File: src/rtl/cim_pkg.sv
// rtl/cim_pkg.sv - shared widths, state encoding and partial-sum decode for the CIM readout scheduler
// Contents:
//   PSUM_W, ACT_W   partial-sum and activation widths
//   sched_state_e   scheduler FSM states
//   decode_psum     5-bit partial sum -> 4-bit signed activation
package cim_pkg;

  localparam int PSUM_W = 5;
  localparam int ACT_W  = 4;

  typedef enum logic [1:0] {
    IDLE  = 2'd0,
    RUN   = 2'd1,
    FLUSH = 2'd2
  } sched_state_e;

  // Weighted bit sum 5*b4 + 4*b3 + 3*b2 + 2*b1 + b0 peaks at 15, so it fits in
  // 4 bits unsigned; subtracting 8 modulo 16 yields the two's complement result.
  function automatic logic [ACT_W-1:0] decode_psum(input logic [PSUM_W-1:0] p);
    logic [ACT_W-1:0] s;
    s = (p[4] ? 4'd5 : 4'd0) + (p[3] ? 4'd4 : 4'd0) + (p[2] ? 4'd3 : 4'd0)
      + (p[1] ? 4'd2 : 4'd0) + {3'd0, p[0]};
    return s - 4'd8;
  endfunction

endpackage

File: src/rtl/rr_arbiter.sv
// rtl/rr_arbiter.sv - combinational round-robin arbiter with external priority pointer
// Ports:
//   req    in   N   request vector
//   ptr    in   IW  highest-priority index (must be < N)
//   gnt    out  N   one-hot grant, zero when no request
//   idx    out  IW  index of the granted requester
//   valid  out  1   any request granted
module rr_arbiter #(
  parameter int N  = 4,
  parameter int IW = (N > 1) ? $clog2(N) : 1
) (
  input  logic [N-1:0]  req,
  input  logic [IW-1:0] ptr,
  output logic [N-1:0]  gnt,
  output logic [IW-1:0] idx,
  output logic          valid
);

  // Scan from ptr upward, wrapping; the first requester found wins.
  always_comb begin
    gnt   = '0;
    idx   = '0;
    valid = 1'b0;
    for (int i = 0; i < N; i++) begin
      int c;
      c = int'(ptr) + i;
      if (c >= N) c = c - N;
      if (!valid && req[c]) begin
        valid  = 1'b1;
        gnt[c] = 1'b1;
        idx    = IW'(c);
      end
    end
  end

endmodule

File: src/rtl/cim_readout_sched.sv
// rtl/cim_readout_sched.sv - round-robin burst readout of CIM macros through one shared decode lane group
// Ports:
//   clk, rst_n         clock, asynchronous active-low reset
//   start, macro_mask  round start pulse and set of macros to serve
//   busy, done         round in progress, one-cycle completion pulse
//   mac_req/gnt/data   per-macro beat handshake and packed 5-bit partial sums
//   out_*              registered decoded beat stream with valid/ready
module cim_readout_sched
  import cim_pkg::*;
#(
  parameter int MACRO_NUM   = 4,
  parameter int CHANNEL_NUM = 128,
  parameter int LANES       = 16,
  localparam int BEATS      = CHANNEL_NUM / LANES,
  localparam int MW         = (MACRO_NUM > 1) ? $clog2(MACRO_NUM) : 1,
  localparam int BW         = (BEATS > 1) ? $clog2(BEATS) : 1
) (
  input  logic                                clk,
  input  logic                                rst_n,
  input  logic                                start,
  input  logic [MACRO_NUM-1:0]                macro_mask,
  output logic                                busy,
  output logic                                done,
  input  logic [MACRO_NUM-1:0]                mac_req,
  output logic [MACRO_NUM-1:0]                mac_gnt,
  input  logic [MACRO_NUM*LANES*PSUM_W-1:0]   mac_data,
  output logic                                out_valid,
  input  logic                                out_ready,
  output logic [LANES*ACT_W-1:0]              out_data,
  output logic [MW-1:0]                       out_macro,
  output logic [BW-1:0]                       out_beat,
  output logic                                out_last
);

  sched_state_e state, state_nx;

  logic [MACRO_NUM-1:0]       pending;
  logic [MACRO_NUM-1:0]       pend_after;
  logic [MACRO_NUM-1:0]       lock_mask;
  logic [MACRO_NUM-1:0]       req_eff;
  logic [MACRO_NUM-1:0]       arb_gnt;
  logic [MW-1:0]              rr_ptr;
  logic [MW-1:0]              lock_idx;
  logic [MW-1:0]              win_idx;
  logic                       locked;
  logic                       arb_valid;
  logic                       can_accept;
  logic                       xfer;
  logic                       beat_last;
  logic [BW-1:0]              beat_cnt;
  logic [LANES*PSUM_W-1:0]    sel_psum;
  logic [LANES*ACT_W-1:0]     dec_data;

  // The output register can take a new beat when empty or draining this cycle.
  // The same condition lets FLUSH retire once the last beat has left.
  assign can_accept = !out_valid || out_ready;

  // While a burst is locked only the owning macro may compete.
  always_comb begin
    lock_mask = '1;
    if (locked) begin
      lock_mask = '0;
      lock_mask[lock_idx] = 1'b1;
    end
  end

  assign req_eff = mac_req & pending & lock_mask;

  rr_arbiter #(.N(MACRO_NUM), .IW(MW)) u_arb (
    .req   (req_eff),
    .ptr   (rr_ptr),
    .gnt   (arb_gnt),
    .idx   (win_idx),
    .valid (arb_valid)
  );

  always_comb begin
    mac_gnt = '0;
    if (state == RUN && can_accept && arb_valid) mac_gnt = arb_gnt;
  end

  assign xfer       = |mac_gnt;
  assign beat_last  = (beat_cnt == BW'(BEATS - 1));
  assign pend_after = pending & ~mac_gnt;
  assign busy       = (state != IDLE);

  always_comb begin
    sel_psum = '0;
    for (int m = 0; m < MACRO_NUM; m++) begin
      if (win_idx == MW'(m)) sel_psum = mac_data[m*LANES*PSUM_W +: LANES*PSUM_W];
    end
  end

  for (genvar l = 0; l < LANES; l++) begin : g_lane
    assign dec_data[l*ACT_W +: ACT_W] = decode_psum(sel_psum[l*PSUM_W +: PSUM_W]);
  end

  always_ff @(posedge clk or negedge rst_n) begin
    if (!rst_n) state <= IDLE;
    else        state <= state_nx;
  end

  always_comb begin
    state_nx = state;
    case (state)
      IDLE: begin
        if (start) state_nx = (macro_mask == '0) ? FLUSH : RUN;
      end
      RUN: begin
        if (xfer && beat_last && pend_after == '0) state_nx = FLUSH;
      end
      FLUSH: begin
        if (can_accept) state_nx = IDLE;
      end
      default: state_nx = IDLE;
    endcase
  end

  always_ff @(posedge clk or negedge rst_n) begin
    if (!rst_n) begin
      done      <= 1'b0;
      pending   <= '0;
      rr_ptr    <= '0;
      locked    <= 1'b0;
      lock_idx  <= '0;
      beat_cnt  <= '0;
      out_valid <= 1'b0;
      out_data  <= '0;
      out_macro <= '0;
      out_beat  <= '0;
      out_last  <= 1'b0;
    end else begin
      // done is registered so it is high during the first IDLE cycle.
      done <= (state == FLUSH) && can_accept;

      if (state == IDLE && start) begin
        pending  <= macro_mask;
        locked   <= 1'b0;
        beat_cnt <= '0;
      end else if (xfer) begin
        if (beat_last) begin
          pending  <= pend_after;
          locked   <= 1'b0;
          beat_cnt <= '0;
          rr_ptr   <= (win_idx == MW'(MACRO_NUM - 1)) ? '0 : win_idx + 1'b1;
        end else begin
          locked   <= 1'b1;
          lock_idx <= win_idx;
          beat_cnt <= beat_cnt + 1'b1;
        end
      end

      if (xfer) begin
        out_valid <= 1'b1;
        out_data  <= dec_data;
        out_macro <= win_idx;
        out_beat  <= beat_cnt;
        out_last  <= beat_last;
      end else if (out_ready) begin
        out_valid <= 1'b0;
      end
    end
  end

endmodule

File: config.mk
export PLATFORM = sky130hd
export DESIGN_NAME = cim_readout_sched
export DESIGN_NICKNAME = d
export VERILOG_FILES = /design/src/rtl/cim_pkg.sv /design/src/rtl/rr_arbiter.sv /design/src/rtl/cim_readout_sched.sv
export SDC_FILE = /design/constraint.sdc
export NUM_CORES = 1
export LEC_CHECK = 0
export CELL_PAD_IN_SITES_DETAIL_PLACEMENT = 0
export CELL_PAD_IN_SITES_GLOBAL_PLACEMENT = 1
export CORE_AREA = 3 3 164 166
export CTS_CLUSTER_DIAMETER = 150
export CTS_CLUSTER_SIZE = 24
export DETAILED_ROUTE_END_ITERATION = 8
export DIE_AREA = 0 0 167 169
export DONT_BUFFER_PORTS = 1
export PLACE_DENSITY = 0.59
export SYNTH_ARGS = -nofsm -noshare
export SYNTH_HDL_FRONTEND = slang
export SYNTH_SLANG_ARGS = --single-unit
File: constraint.sdc
create_clock -name clk -period 14.25 [get_ports clk]
set_clock_uncertainty 0.1 [all_clocks]
set_input_delay 1.425 -clock clk [delete_from_list [all_inputs] [get_ports clk]]
set_output_delay 1.425 -clock clk [all_outputs]
set_load 0.1 [all_outputs]
==> metrics.txt, run 1 <==
status completed; synthesized flop and latch total 86; Hold-fix buffers, CTS 0; Mapped Area 8410 um2; TritonCTS Buffers 9; Hold Path Stages 1; Setup CP Type reg -> reg; CTS Sinks 86; RSZ-0062 raised after global routing no; Vias 7452; CTS Buffer Depth 2; Worst-path clk slew 0.07 ns; Detail Placement HPWL 24600 um; synth unique cells 56; net count after synthesis 1557; post-layout net count 1494; vias in the first global route 7568; largest family of logic cells by synthesized area compound AO/OA/AOI/OAI gates; sequential cell area fraction in the yosys report 0.256; Final Hold Vio Count 0; fraction of registers with async set/reset 1.00; H-tree Lvls 3; worst-path maximum fanout 101; wire per inst 21.4 um; count of cells resized by post-cts repair 0; Mapped Cells 1147; largest net degree at the start of global routing 102; root buf cell clkbuf_16; Finish-stage setup viols 0; M3 GR Usage 0.0654; Placed Instances 1408; Fmax achieved 143 MHz; syn avg cell area 7.33 um2; YS warnings 0; vias per inst 5.23; multi-input logic area 5770 um2; Core Box Area 25800 um2; Starting Density 0.326; share of the synthesized area in the top cell type 0.256; met1 global-route usage 0.243; number of synthesized flops with an enable pin 0; # Post-CTS Setup Buffers 0; Pins Over Slew Limit 0; die area 28200 um2; Synth Area in Adders 0.145; # DRC 0; layout filler cell count 2791; R2R depth 20; CTS tree done; Startpoint Class flop; Final ANT Viol Nets 0; I/O pin cnt 409; Worst Path Required 14.38 ns; PortBufs 0; Synth area leader dfrtp_1; post-synthesis xor/xnor area fraction 0.0177; area added between synthesis and finish 5.70%; Tot GR Track Use 0.209; GRT met2 Usage 0.376; Register Area 2150 um2; WL final 30600 um; Max Cap Violations 0; slew margin rel. 0.293; setup_tns 0 ns; Final Critical Period 6.98 ns; GRT overflow 0; dominant synthesized flop cell dfrtp_1; antenna violations before repair 3; die span in x 167 um; Core Rows 59; final worst-path cycle share 0.490; clock latency on the worst-skew pair 0.34 ns; final weighted congestion in routability-driven placement 0.905; Most Used Layer, Global Route met2; CP endpoint kind flop; Iteration-0 DRC Markers 415; share of cells above drive strength 1 0.0891; r2r setup slk 7.27 ns; first-pass GRT wire length 45400 um; Pre-Repair DR Iteration Count 5; Arr. time, crit path 7.11 ns; multiplexer area fraction after synthesis 0.0763; Compound-Gate Fraction of Synth Area 0.245; pin slew with the least headroom to its limit 1.06 ns; min-delay worst type reg -> reg; Synth area leaders dfrtp_1 26%, a21oi_1 14%, nor2_1 11%; post-synthesis simple-gate area fraction 0.195; Die Y 169 um; Finished Layout Cells 1426
-- registers in the layout, indices dropped and copies added, names as in the netlist --
register / cells
out_macro: 2
state: 2
out_data: 64
out_last: 1
rr_ptr: 2
done: 1
out_valid: 1
lock_idx: 2
beat_cnt: 3
out_beat: 3
pending: 4
locked: 1
-- through the flow --
stage / worst slack, ns / instance area (um2) / utilization / hold WS (ns)
global route: 6.62 / 8890 / 0.345 / 0.473
finish: 7.27 / 8890 / 0.345 / 0.440
floorplan: 8.68 / 8410 / - / 0.387
detailed placement: 7.34 / 8580 / 0.333 / 0.424
CTS: 7.31 / 8880 / 0.345 / 0.441
global placement: 7.33 / 8580 / 0.333 / 0.423
-- worst max-delay path: stages, from the launching register on --
cell and delay, ns:
dfrtp_1 0.76, inv_1 0.43, ha_1 0.66, inv_1 0.16
nor3_1 0.19, o21ai_0 0.14, and2_1 0.26, nor3_1 0.19
o211ai_1 0.10, o221ai_1 0.28, ha_4 0.66, buf_4 0.79
a21oi_1 0.21, nor2_1 0.14, a21oi_1 0.05, o21ai_0 0.51
fa_1 0.31, inv_1 0.06, fa_1 0.37, xnor2_1 0.14
mux2_2 0.26
-- synth_stat cells (2+ instances only) --
| master | instances |
|---|---|
| mux2_4 | 10 |
| a2111o_1 | 3 |
| mux4_2 | 3 |
| a21oi_1 | 236 |
| buf_1 | 11 |
| o211ai_1 | 2 |
| buf_6 | 4 |
| o21ai_0 | 61 |
| inv_1 | 54 |
| nand2_1 | 145 |
| fa_1 | 32 |
| a211oi_1 | 6 |
| nand2b_1 | 4 |
| nor3_1 | 6 |
| buf_2 | 10 |
| xnor2_1 | 17 |
| mux2_2 | 34 |
| clkbuf_1 | 54 |
| o31ai_1 | 2 |
| nand3_1 | 5 |
| or2_1 | 2 |
| nor2_1 | 238 |
| a21o_1 | 20 |
| ha_1 | 46 |
| mux2i_1 | 3 |
| o21a_1 | 2 |
| nand3b_1 | 3 |
| and2_1 | 6 |
| o221ai_1 | 2 |
| dfrtp_1 | 86 |
| a31oi_1 | 3 |
| o22ai_1 | 4 |
| a21oi_2 | 10 |
-- worst paths after layout --
path,startpoint,to
setup reg to reg,rr_ptr[0]$_DFFE_PN0P_,out_data[62]$_DFFE_PN0P_
min in group asynchronous,rst_n,pending[1]$_DFFE_PN0P_
hold reg to reg,beat_cnt[1]$_DFFE_PN0P_,out_beat[1]$_DFFE_PN0P_
hold / removal,beat_cnt[1]$_DFFE_PN0P_,out_beat[1]$_DFFE_PN0P_
setup / recovery,rr_ptr[0]$_DFFE_PN0P_,out_data[62]$_DFFE_PN0P_
max in group asynchronous,rst_n,out_data[5]$_DFFE_PN0P_
-- layout by cell type, fill, tap and decap left out, drive strengths merged, types with 2 or more instances in the layout --
| master | synthesis | final |
|---|---|---|
| buf | 26 | 6 |
| o211ai | 2 | 2 |
| nand3 | 5 | 5 |
| o31ai | 3 | 3 |
| a2111o | 3 | 3 |
| inv | 54 | 56 |
| xnor2 | 17 | 17 |
| nand2 | 146 | 146 |
| o221ai | 2 | 2 |
| a22oi | 2 | 2 |
| mux2i | 3 | 3 |
| o21ai | 62 | 62 |
| a21oi | 247 | 247 |
| a211oi | 6 | 6 |
| fa | 32 | 32 |
| nand3b | 3 | 3 |
| clkbuf | 54 | 10 |
| nor3 | 7 | 7 |
| mux4 | 3 | 3 |
| o21a | 2 | 2 |
| and2 | 6 | 6 |
| a31oi | 5 | 5 |
| diode | 0 | 2 |
| a31o | 2 | 2 |
| o22ai | 4 | 4 |
| nand2b | 4 | 4 |
| or2 | 3 | 3 |
| ha | 46 | 46 |
| a21boi | 2 | 2 |
| clkinvlp | 0 | 3 |
| dfrtp | 86 | 86 |
| nor2 | 239 | 239 |
| a21o | 20 | 20 |
| mux2 | 45 | 45 |
-- cell type report --
type,instances,area share
Antenna cell,2,0.000563
Timing Repair Buffer,6,0.00507
Clock inverter,6,0.00788
Inverter,54,0.0228
Tap cell,335,0.0472
Clock buffer,10,0.0258
Multi-Input combinational cell,927,0.649
Sequential cell,86,0.242
-- cell families after synthesis --
family | count (synthesis)
AOI/OAI and AO/OA | 365
xor gates and xnor gates | 17
adders and majority gates | 78
buffers and inverters | 134
DFF | 86
muxes | 51
and+or+nand+nor | 416
-- metal layers --
layer / share of wire / wire length, um / up-vias
met5: 0.00056 / 17 / -
met4: 0.018 / 542 / 2
met3: 0.075 / 2300 / 29
met2: 0.51 / 15600 / 238
met1: 0.40 / 12100 / 3435
li1: - / - / 3748
Power of run 1 is not shown: default switching activity piles up to over one toggle a cycle in this logic, so the estimate is an artifact.
==> inputs of run 2 (changes only) <==
--- a/config.mk
+++ b/config.mk
@@ -13,7 +13,7 @@
 export DETAILED_ROUTE_END_ITERATION = 8
 export DIE_AREA = 0 0 167 169
 export DONT_BUFFER_PORTS = 1
-export PLACE_DENSITY = 0.59
+export PLACE_DENSITY = 0.61
 export SYNTH_ARGS = -nofsm -noshare
 export SYNTH_HDL_FRONTEND = slang
 export SYNTH_SLANG_ARGS = --single-unit
==> constraint.sdc (replaced) <==
create_clock -name clk -period 6.3 [get_ports clk]
set_clock_uncertainty 0.1 [all_clocks]
set_input_delay 0.63 -clock clk [delete_from_list [all_inputs] [get_ports clk]]
set_output_delay 0.63 -clock clk [all_outputs]
set_load 0.1 [all_outputs]
==> run 2 against run 1 <==
Net effect:
- final cell count grew 1.2%
- die area is the same
- critical path depth grew 1
- sequential share of layout area shrank 0.58 points
==> metrics.txt, run 2 (synthesis gave the netlist of run 1 again) <==
status completed; first-pass GRT wire length 45700 um (+0.58%); die area 28200 um2 (unchanged); Iteration-0 DRC Markers 444 (+7.0%); DP Worst Slack 0.751 ns (-6.59 ns); hold slack 0.0675 ns (-0.373 ns); count of cells resized by post-cts repair 0 (unchanged); diodes inserted 0 (-2); CP endpoint kind flop; die span in x 167 um (unchanged); worst-path maximum fanout 69 (-32%); Pins Over Slew Limit 0 (unchanged); final weighted congestion in routability-driven placement 0.953 (+5.3%); CTS Buffer Depth 2 (unchanged); Max Cap Violations 0 (unchanged); Final ANT Viol Nets 0 (unchanged); final worst-path cycle share 0.880 (+0.390); Setup CP Type reg -> reg; slew margin rel. 0.290 (-0.00279); vias per inst 5.20 (-0.42%); Placed Instances 1426 (+1.3%); WL final 30400 um (-0.60%); PortBufs 0 (unchanged); H-tree Lvls 3 (unchanged); area added between synthesis and finish 8.29%; Pre-Repair DR Iteration Count 6 (+1); pin slew with the least headroom to its limit 1.06 ns (+0.00418 ns); min-delay worst type in -> async; Core Box Area 25800 um2 (unchanged); Die Y 169 um (unchanged); Reg with most FFs out_data; Starting Density 0.326 (unchanged); commonest non-fill, non-tap cell in the layout a21oi_1; root buf cell clkbuf_16; largest net degree at the start of global routing 104 (+2.0%); wire per inst 21.1 um (-1.8%); Arr. time, crit path 5.67 ns (-1.44 ns); TritonCTS Buffers 9 (unchanged); max reg flops 64 (unchanged); most frequent cells in the layout 236 x a21oi_1, 235 x nor2_1, 145 x nand2_1; I/O pin cnt 409 (unchanged); Final Critical Period 5.54 ns (-1.44 ns); Fmax achieved 180 MHz (+26%); Core Rows 59 (unchanged); clock latency on the worst-skew pair 0.35 ns (about the same); CTS Sinks 86 (unchanged); Detail Placement HPWL 24400 um (-0.97%); vias in the first global route 7605 (+0.49%); Top Registers out_data (64), pending (4); share of cells above drive strength 1 0.106 (+0.0165); Final Hold Vio Count 0 (unchanged); # DRC 0 (unchanged); antenna violations before repair 0 (-3); Tot GR Track Use 0.211 (+0.00157); Startpoint Class flop; Worst Path Required 6.43 ns (-7.95 ns); r2r setup slk 0.76 ns (-6.51 ns); Setup WS post-layout 0.757 ns (-6.51 ns); Vias 7509 (+0.76%); Worst-path clk slew 0.07 ns (about the same); setup_tns 0 ns (unchanged); RSZ-0062 raised after global routing no; GRT overflow 0 (unchanged); Finish-stage setup viols 0 (unchanged); Finished Layout Cells 1443 (+1.2%); CTS tree done; post-layout net count 1513 (+1.3%)
==> run 2: cell count changes in the layout (fill, tap and decap cells not counted), sizes merged <==
cell / delta
buf: +19
diode: -2
bufinv: -1
clkinv: +1
==> run 2: per-layer routing <==
layer,vias up,share of wire,global-route usage,routed length (um)
met3,25,0.068,0.0600,2070
li1,3793,-,-,-
met5,-,0,0,0
met2,245,0.51,0.376,15500
met4,0,0.013,0.0412,409
met1,3446,0.41,0.255,12500
==> run 2: layout make-up <==
type                    count  area, um2
fillers                  2800      16700
multi-input cells         927       5770
flip-flops and latches     86       2150
well taps                 335        419
repair buffers             25        283
clock buffers              10        239
inverters                  54        203
clock inverters             6       45.0
==> run 2: worst paths after layout <==
path                                         start                       end  cells after the start
max in group asynchronous                    rst_n  out_data[60]$_DFFE_PN0P_                      1
min in group clk                     macro_mask[0]    pending[0]$_DFFE_PN0P_                      2
min                                          rst_n    pending[3]$_DFFE_PN0P_                      1
min reg2reg                beat_cnt[1]$_DFFE_PN0P_   out_beat[1]$_DFFE_PN0P_                      1
max                          rr_ptr[1]$_DFFE_PN0P_  out_data[25]$_DFFE_PN0P_                     21
max reg2reg                  rr_ptr[1]$_DFFE_PN0P_  out_data[25]$_DFFE_PN0P_                     21
==> run 2: through the flow <==
stage	utilization	area (um2)
global route	0.353	9110
global placement	0.341	8790
CTS	0.353	9110
finish	0.353	9110
detailed placement	0.341	8790
floorplan	-	8410
==> run 2: timing repair <==
item,4_1_cts,5_1_grt
hold buffers,1,0
buffers inserted,0,0
endpoints found under the hold margin,86,0
==> run 2: critical path: stages (launching register included) <==
cell and delay (ns):
dfrtp_1 0.38, inv_1 0.24, ha_1 0.44, inv_1 0.19, nor3_1 0.07, o21ai_0 0.29
and2_1 0.22, nor3_1 0.06, o211ai_1 0.18, o221ai_1 0.17, inv_1 0.23, ha_4 0.69
buf_4 0.30, nand2_1 0.06, nor2_1 0.08, a21oi_1 0.04, nor2_1 0.08, a21oi_1 0.04
o21ai_0 0.45, fa_1 0.31, fa_1 0.42, mux2_4 0.26
Power of run 2 is left out for the same reason.
==> inputs of run 3 (changes only) <==
--- a/config.mk
+++ b/config.mk
@@ -5,6 +5,7 @@
 export SDC_FILE = /design/constraint.sdc
 export NUM_CORES = 1
 export LEC_CHECK = 0
+export CAP_MARGIN = 15
 export CELL_PAD_IN_SITES_DETAIL_PLACEMENT = 0
 export CELL_PAD_IN_SITES_GLOBAL_PLACEMENT = 1
 export CORE_AREA = 3 3 164 166
==> results of run 3 <==
Final layout, timing and power as in run 2 (identical DEF).
Power of run 3 is left out for the same reason.
